===== config.mk =====
export PLATFORM = sky130hd
export DESIGN_NAME = cube_physics
export DESIGN_NICKNAME = d
export VERILOG_FILES = /design/src/rtl/cube_physics.sv
export SDC_FILE = /design/constraint.sdc
export NUM_CORES = 1
export LEC_CHECK = 0
export ABC_AREA = 1
export BUFFER_PORTS_ARGS = -buffer_cell sky130_fd_sc_hd__buf_2
export CAP_MARGIN = 30
export CORE_UTILIZATION = 55
export CTS_BUF_LIST = sky130_fd_sc_hd__clkbuf_16
export CTS_CLUSTER_DIAMETER = 100
export DETAILED_ROUTE_END_ITERATION = 8
export GPL_ROUTABILITY_DRIVEN = 0
export PLACE_DENSITY = 0.84
export RECOVER_POWER = 50
export SKIP_CTS_REPAIR_TIMING = 1
export SLEW_MARGIN = 40
export SYNTH_ARGS = -nofsm -noshare
export SYNTH_HDL_FRONTEND = slang
export SYNTH_SLANG_ARGS = --single-unit

===== constraint.sdc =====
create_clock -name clk -period 9.99 [get_ports clk]
set_clock_uncertainty 0.2 [all_clocks]
set_input_delay 2.4975 -clock clk [delete_from_list [all_inputs] [get_ports clk]]
set_output_delay 2.4975 -clock clk [all_outputs]
set_load 0.1 [all_outputs]

===== src/rtl/cube_physics.sv =====
// Per-frame motion engine for the player cube: horizontal move, jump, gravity,
// landing on the four floor rectangles, death line and restart.
module cube_physics #(
    parameter int CUBE     = 20,
    parameter int FLOOR_W  = 40,
    parameter int SCREEN_W = 640,
    parameter int SCREEN_H = 480,
    parameter int SPAWN_X  = 130,
    parameter int SPAWN_Y  = 400,
    parameter int X_STEP   = 2,
    parameter int JUMP_V   = 10,
    parameter int GRAVITY  = 1,
    parameter int MAX_FALL = 12
) (
    input  logic        clk,
    input  logic        rst,
    input  logic        frame_tick,
    input  logic        jump_btn,
    input  logic        move_left,
    input  logic        move_right,
    input  logic        restart,
    input  logic [10:0] floor_pos_x0,
    input  logic [10:0] floor_pos_x1,
    input  logic [10:0] floor_pos_x2,
    input  logic [10:0] floor_pos_x3,
    input  logic [10:0] floor_pos_y0,
    input  logic [10:0] floor_pos_y1,
    input  logic [10:0] floor_pos_y2,
    input  logic [10:0] floor_pos_y3,
    input  logic [3:0]  floor_en,
    output logic [10:0] cube_x,
    output logic [10:0] cube_y,
    output logic [1:0]  state,
    output logic        landed,
    output logic [1:0]  land_idx,
    output logic        dead
);

    typedef enum logic [1:0] {
        ST_GROUNDED = 2'd0,
        ST_RISING   = 2'd1,
        ST_FALLING  = 2'd2,
        ST_DEAD     = 2'd3
    } state_t;

    localparam logic signed [11:0] L_CUBE     = 12'(CUBE);
    localparam logic signed [11:0] L_FLOOR_W  = 12'(FLOOR_W);
    localparam logic signed [11:0] L_XMAX     = 12'(SCREEN_W - CUBE);
    localparam logic signed [11:0] L_SCREEN_H = 12'(SCREEN_H);
    localparam logic signed [11:0] L_XSTEP    = 12'(X_STEP);
    localparam logic signed [7:0]  L_JUMP_V   = 8'(JUMP_V);
    localparam logic signed [7:0]  L_GRAV     = 8'(GRAVITY);
    localparam logic signed [7:0]  L_MAX_FALL = 8'(MAX_FALL);

    function automatic logic signed [11:0] ext11(input logic [10:0] v);
        return signed'({1'b0, v});
    endfunction

    function automatic logic signed [11:0] sx8(input logic signed [7:0] v);
        return signed'({{4{v[7]}}, v});
    endfunction

    logic [10:0]        r_x;
    logic [10:0]        r_y;
    logic signed [7:0]  r_vy;
    state_t             r_state;
    logic               r_landed;
    logic [1:0]         r_land_idx;
    logic               r_dead;
    logic               r_jump_prev;
    logic               r_jump_pending;

    logic [10:0]        w_fx [4];
    logic [10:0]        w_fy [4];
    logic signed [11:0] w_cx;
    logic signed [11:0] w_cy;
    logic               w_jump_edge;
    logic               w_jump;
    logic signed [11:0] w_dx;
    logic signed [11:0] w_nx_raw;
    logic [10:0]        w_nx;
    logic signed [11:0] w_ny_rise;
    logic signed [7:0]  w_vy_rise;
    logic signed [7:0]  w_vy_inc;
    logic signed [7:0]  w_vy_fall;
    logic signed [11:0] w_ny_fall;
    logic [3:0]         w_overlap;
    logic [3:0]         w_cand;
    logic               w_support;
    logic               w_found;
    logic [1:0]         w_best_idx;
    logic [10:0]        w_best_fy;
    logic [10:0]        w_land_y;

    assign w_fx[0] = floor_pos_x0;
    assign w_fx[1] = floor_pos_x1;
    assign w_fx[2] = floor_pos_x2;
    assign w_fx[3] = floor_pos_x3;
    assign w_fy[0] = floor_pos_y0;
    assign w_fy[1] = floor_pos_y1;
    assign w_fy[2] = floor_pos_y2;
    assign w_fy[3] = floor_pos_y3;

    assign w_cx        = ext11(r_x);
    assign w_cy        = ext11(r_y);
    // An edge arriving together with the tick is honoured on that same tick.
    assign w_jump_edge = jump_btn & ~r_jump_prev;
    assign w_jump      = r_jump_pending | w_jump_edge;

    assign w_nx_raw  = w_cx + w_dx;
    assign w_ny_rise = w_cy + sx8(r_vy);
    assign w_vy_rise = r_vy + L_GRAV;
    assign w_vy_inc  = r_vy + L_GRAV;
    assign w_vy_fall = (w_vy_inc > L_MAX_FALL) ? L_MAX_FALL : w_vy_inc;
    assign w_ny_fall = w_cy + sx8(w_vy_fall);
    assign w_land_y  = w_best_fy - 11'(CUBE);

    always_comb begin
        case ({move_right, move_left})
            2'b10:   w_dx = L_XSTEP;
            2'b01:   w_dx = -L_XSTEP;
            default: w_dx = '0;
        endcase
        if (w_nx_raw < 12'sd0)
            w_nx = '0;
        else if (w_nx_raw > L_XMAX)
            w_nx = L_XMAX[10:0];
        else
            w_nx = w_nx_raw[10:0];
    end

    // Scan in index order with strict '<' so the lowest index wins equal tops.
    always_comb begin
        w_overlap  = '0;
        w_cand     = '0;
        w_support  = 1'b0;
        w_found    = 1'b0;
        w_best_idx = '0;
        w_best_fy  = '0;
        for (int unsigned i = 0; i < 4; i++) begin
            w_overlap[i] = floor_en[i]
                         && (w_cx + L_CUBE > ext11(w_fx[i]))
                         && (w_cx < ext11(w_fx[i]) + L_FLOOR_W);
            w_cand[i]    = w_overlap[i]
                         && (w_cy + L_CUBE <= ext11(w_fy[i]))
                         && (w_ny_fall + L_CUBE >= ext11(w_fy[i]));
            if (w_overlap[i] && (w_cy + L_CUBE == ext11(w_fy[i])))
                w_support = 1'b1;
            if (w_cand[i] && (!w_found || (w_fy[i] < w_best_fy))) begin
                w_found    = 1'b1;
                w_best_idx = 2'(i);
                w_best_fy  = w_fy[i];
            end
        end
    end

    always_ff @(posedge clk or negedge rst) begin
        if (!rst) begin
            r_x            <= 11'(SPAWN_X);
            r_y            <= 11'(SPAWN_Y);
            r_vy           <= '0;
            r_state        <= ST_FALLING;
            r_landed       <= 1'b0;
            r_land_idx     <= '0;
            r_dead         <= 1'b0;
            r_jump_prev    <= 1'b0;
            r_jump_pending <= 1'b0;
        end else begin
            r_jump_prev    <= jump_btn;
            r_landed       <= 1'b0;
            r_jump_pending <= frame_tick ? 1'b0 : w_jump;
            if (r_state == ST_DEAD) begin
                if (restart) begin
                    r_x            <= 11'(SPAWN_X);
                    r_y            <= 11'(SPAWN_Y);
                    r_vy           <= '0;
                    r_state        <= ST_FALLING;
                    r_land_idx     <= '0;
                    r_dead         <= 1'b0;
                    r_jump_pending <= 1'b0;
                end
            end else if (frame_tick) begin
                r_x <= w_nx;
                case (r_state)
                    ST_GROUNDED: begin
                        if (w_jump) begin
                            r_vy    <= -L_JUMP_V;
                            r_state <= ST_RISING;
                        end else if (!w_support) begin
                            r_vy    <= '0;
                            r_state <= ST_FALLING;
                        end
                    end
                    ST_RISING: begin
                        if (w_ny_rise < 12'sd0) begin
                            r_y     <= '0;
                            r_vy    <= '0;
                            r_state <= ST_FALLING;
                        end else begin
                            r_y  <= w_ny_rise[10:0];
                            r_vy <= w_vy_rise;
                            if (!w_vy_rise[7])
                                r_state <= ST_FALLING;
                        end
                    end
                    ST_FALLING: begin
                        if (w_found) begin
                            r_y        <= w_land_y;
                            r_vy       <= '0;
                            r_state    <= ST_GROUNDED;
                            r_landed   <= 1'b1;
                            r_land_idx <= w_best_idx;
                        end else if (w_ny_fall + L_CUBE >= L_SCREEN_H) begin
                            r_y     <= w_ny_fall[10:0];
                            r_state <= ST_DEAD;
                            r_dead  <= 1'b1;
                        end else begin
                            r_y  <= w_ny_fall[10:0];
                            r_vy <= w_vy_fall;
                        end
                    end
                    default: ;
                endcase
            end
        end
    end

    assign cube_x   = r_x;
    assign cube_y   = r_y;
    assign state    = r_state;
    assign landed   = r_landed;
    assign land_idx = r_land_idx;
    assign dead     = r_dead;

endmodule

==> results.sh <==
export IMPL_synth_yosys_seq_area_share_pct=9.495
export IMPL_avgSynthCellArea_sq_um=6.660
export IMPL_drtAntennaViolNets=0
export IMPL_yosys_area_top_type="ha_1"
export IMPL_die_x_um=135.7
export IMPL_async_reset_ff_share_pct=100.0
export IMPL_setup_viol=0
export IMPL_slew_violations=38
export IMPL_pre_cts_ws_ns=-0.2441
export IMPL_num_rows=48
export IMPL_drt_iter0_drc=940
export IMPL_worst_slack_ns=0.2298
export IMPL_floorplan_initialDensity_pct=56.64
export IMPL_cp_slowest_stage_delay_ns=0.35
export IMPL_synth_common_cells="inv_1 (282), nand2_1 (275), ha_1 (242)"
export IMPL_synth_seq_cells=37
export IMPL_yosysWarningCount=0
export IMPL_hold_path_class="reg -> reg"
export IMPL_synth_nets=1820
export IMPL_path_clk_slew_ns=0.07
export IMPL_violations="max-capacitance violations, max-slew violations"
export IMPL_final_nets=2000
export IMPL_cts_root_buf="clkbuf_16"
export IMPL_crit_start="r_vy[1]"
export IMPL_worstPathArrival_ns=9.75
export IMPL_hp_start="land_idx[1]"
export IMPL_die_y_um=135.7
export IMPL_cts_buffers=5
export IMPL_crit_type="reg -> reg"
export IMPL_yosysUniqueCellTypes=55
export IMPL_avgViaCountPerCell=5.823
export IMPL_routed_wl_um=31260
export IMPL_port_buffers=125
export IMPL_max_freq_mhz=102.5
export IMPL_grt_max_degree=38
export IMPL_layout_worst_path_cycle_share_pct=97.70
export IMPL_synth_edf_count=0
export IMPL_cp_slowest_cell="dfrtp_1"
export IMPL_postSynthCellCount=1476
export IMPL_rsz0062_at_grt="yes"
export IMPL_synthTopCellsByArea="ha_1 (31%), inv_1 (11%), nand2_1 (11%), dfrtp_1 (7.9%), a21oi_1 (6.2%)"
export IMPL_num_vias=10960
export IMPL_maxCapViolCount=1
export IMPL_antenna_found_initial=0
export IMPL_crit_reg2reg_launch="r_vy[1]"
export IMPL_finalCriticalPeriod_ns=9.760
export IMPL_dp_hpwl_um=24730
export IMPL_overflow=0
export IMPL_cp_buffers_inverters=10
export IMPL_netlist_area_leader_share_pct=30.80
export IMPL_critical_path_top_delay_family="simple AND/OR/NAND/NOR gates"
export IMPL_grt_pass1_vias=10090
export IMPL_cts_tree="built"
export IMPL_dieArea_sq_um=18410
export IMPL_antenna_cells=0
export IMPL_slew_headroom_pct=-37.93
export IMPL_worst_skew_pair_late_latency_ns=0.30
export IMPL_cp_start_kind="register"
export IMPL_ios=127
export IMPL_clock_path_buffers=2
export IMPL_drive_gt1_share_pct=19.73
export IMPL_worstPathMaxFanout=8
export IMPL_crit_path_end_kind="register"
export IMPL_routedWlPerCell_um=16.61
export IMPL_firstDrtPassIters=8
export IMPL_status="finished with violations"
export IMPL_synthFlopType="dfrtp_1"
export IMPL_grt_total_usage_pct=32.15
export IMPL_synth_most_common_cell="inv_1"
export IMPL_hold_violations=0
export IMPL_grt_pass1_wl_um=47020
export IMPL_tightest_slew_ns=2.069
export IMPL_cts_max_level=2
export IMPL_cpMostUsedCell="nand2_1"
export IMPL_cts_sinks=37
export IMPL_syn_cell_area_sq_um=9831
export IMPL_drcViolationCount=0
export IMPL_cp_required_ns=9.98
export IMPL_syn_to_final_growth_pct=19.18
export IMPL_core_sq_um=17360
## kinds of logic after synthesis
| family | after synthesis | share of synthesized area [%] |
|---|---|---|
| AND/OR/NAND/NOR | 548 | 25.10 |
| buffers and inverters | 296 | 11.45 |
| flip-flops | 37 | 9.495 |
| XOR/XNOR | 64 | 5.702 |
| other | 1 | 0.03815 |
| AO/OA/AOI/OAI | 285 | 16.80 |
| adder cells (fa/ha/maj) | 245 | 31.41 |
## metal layers
layer	global-route usage [%]	vias up	routed length, um
li1	-	5301	-
met1	39.56	4929	12400
met2	56.75	590	14520
met3	4.227	138	2955
met4	11.49	0	1383
met5	0	-	0
## cells in the final DEF (no fill, tap or decap), drive strengths merged, types with 3 or more instances in the layout
| master | n |
|---|---|
| o221a | 3 |
| a21oi | 123 |
| nand2 | 302 |
| fa | 3 |
| nand3b | 7 |
| inv | 289 |
| dfrtp | 31 |
| ha | 242 |
| nor2 | 100 |
| xor2 | 53 |
| dfstp | 6 |
| o21bai | 9 |
| clkbuf | 13 |
| buf | 171 |
| o22ai | 7 |
| o221ai | 9 |
| o21a | 4 |
| a21o | 5 |
| o21ai | 93 |
| nand3 | 62 |
| o31ai | 4 |
| nor3 | 27 |
| a211oi | 7 |
| xnor2 | 11 |
| o211ai | 6 |
| nand4 | 37 |
| or2 | 10 |
## cell type report
type / count / area [sq um]
Clock buffer: 5 / 125.1
Inverter: 289 / 1092
Clock inverter: 3 / 25.02
Tap cell: 225 / 281.5
Multi-Input combinational cell: 1144 / 8222
Timing Repair Buffer: 179 / 1037
Sequential cell: 37 / 933.4
Fill cell: 1422 / 5640
## registers in the layout, summed over array words and instances (netlist names)
register / count
cube_x: 10
land_idx: 2
dead: 1
cube_y: 11
state: 2
r_jump_prev: 1
r_vy: 8
r_jump_pending: 1
landed: 1
## per-stage QoR
stage               cell area, sq um  std cells  util (%)  hold WS, ns  TNS (ns)
detailed placement             10960       1854     63.17       0.2746    -1.257
global route                   11720       1882     67.50       0.3037    -4.166
finish                         11720       1882     67.50       0.2897         0
global placement               10960       1854     63.14       0.2628         0
CTS                            11110       1862     64.04       0.2905    -1.885
floorplan                       9831       1476         -       0.3119         0
## final timing paths
path	endpoint	slack [ns]	cells after the start
max	cube_y[10]	0.23	74
min	land_idx[1]	0.29	2
max reg2reg	cube_y[10]	0.23	74
min reg2reg	land_idx[1]	0.29	2
max in group asynchronous	dead	5.81	1
min in group asynchronous	cube_y[10]	2.59	1
## tightest hold or removal path, cell delays in order (launching register included)
cell,delay [ns]
dfrtp_1,0.34
nand2_1,0.05
nand2_1,0.06
Power is not shown: default switching activity piles up to over one toggle a cycle in this logic, so the estimate is an artifact.
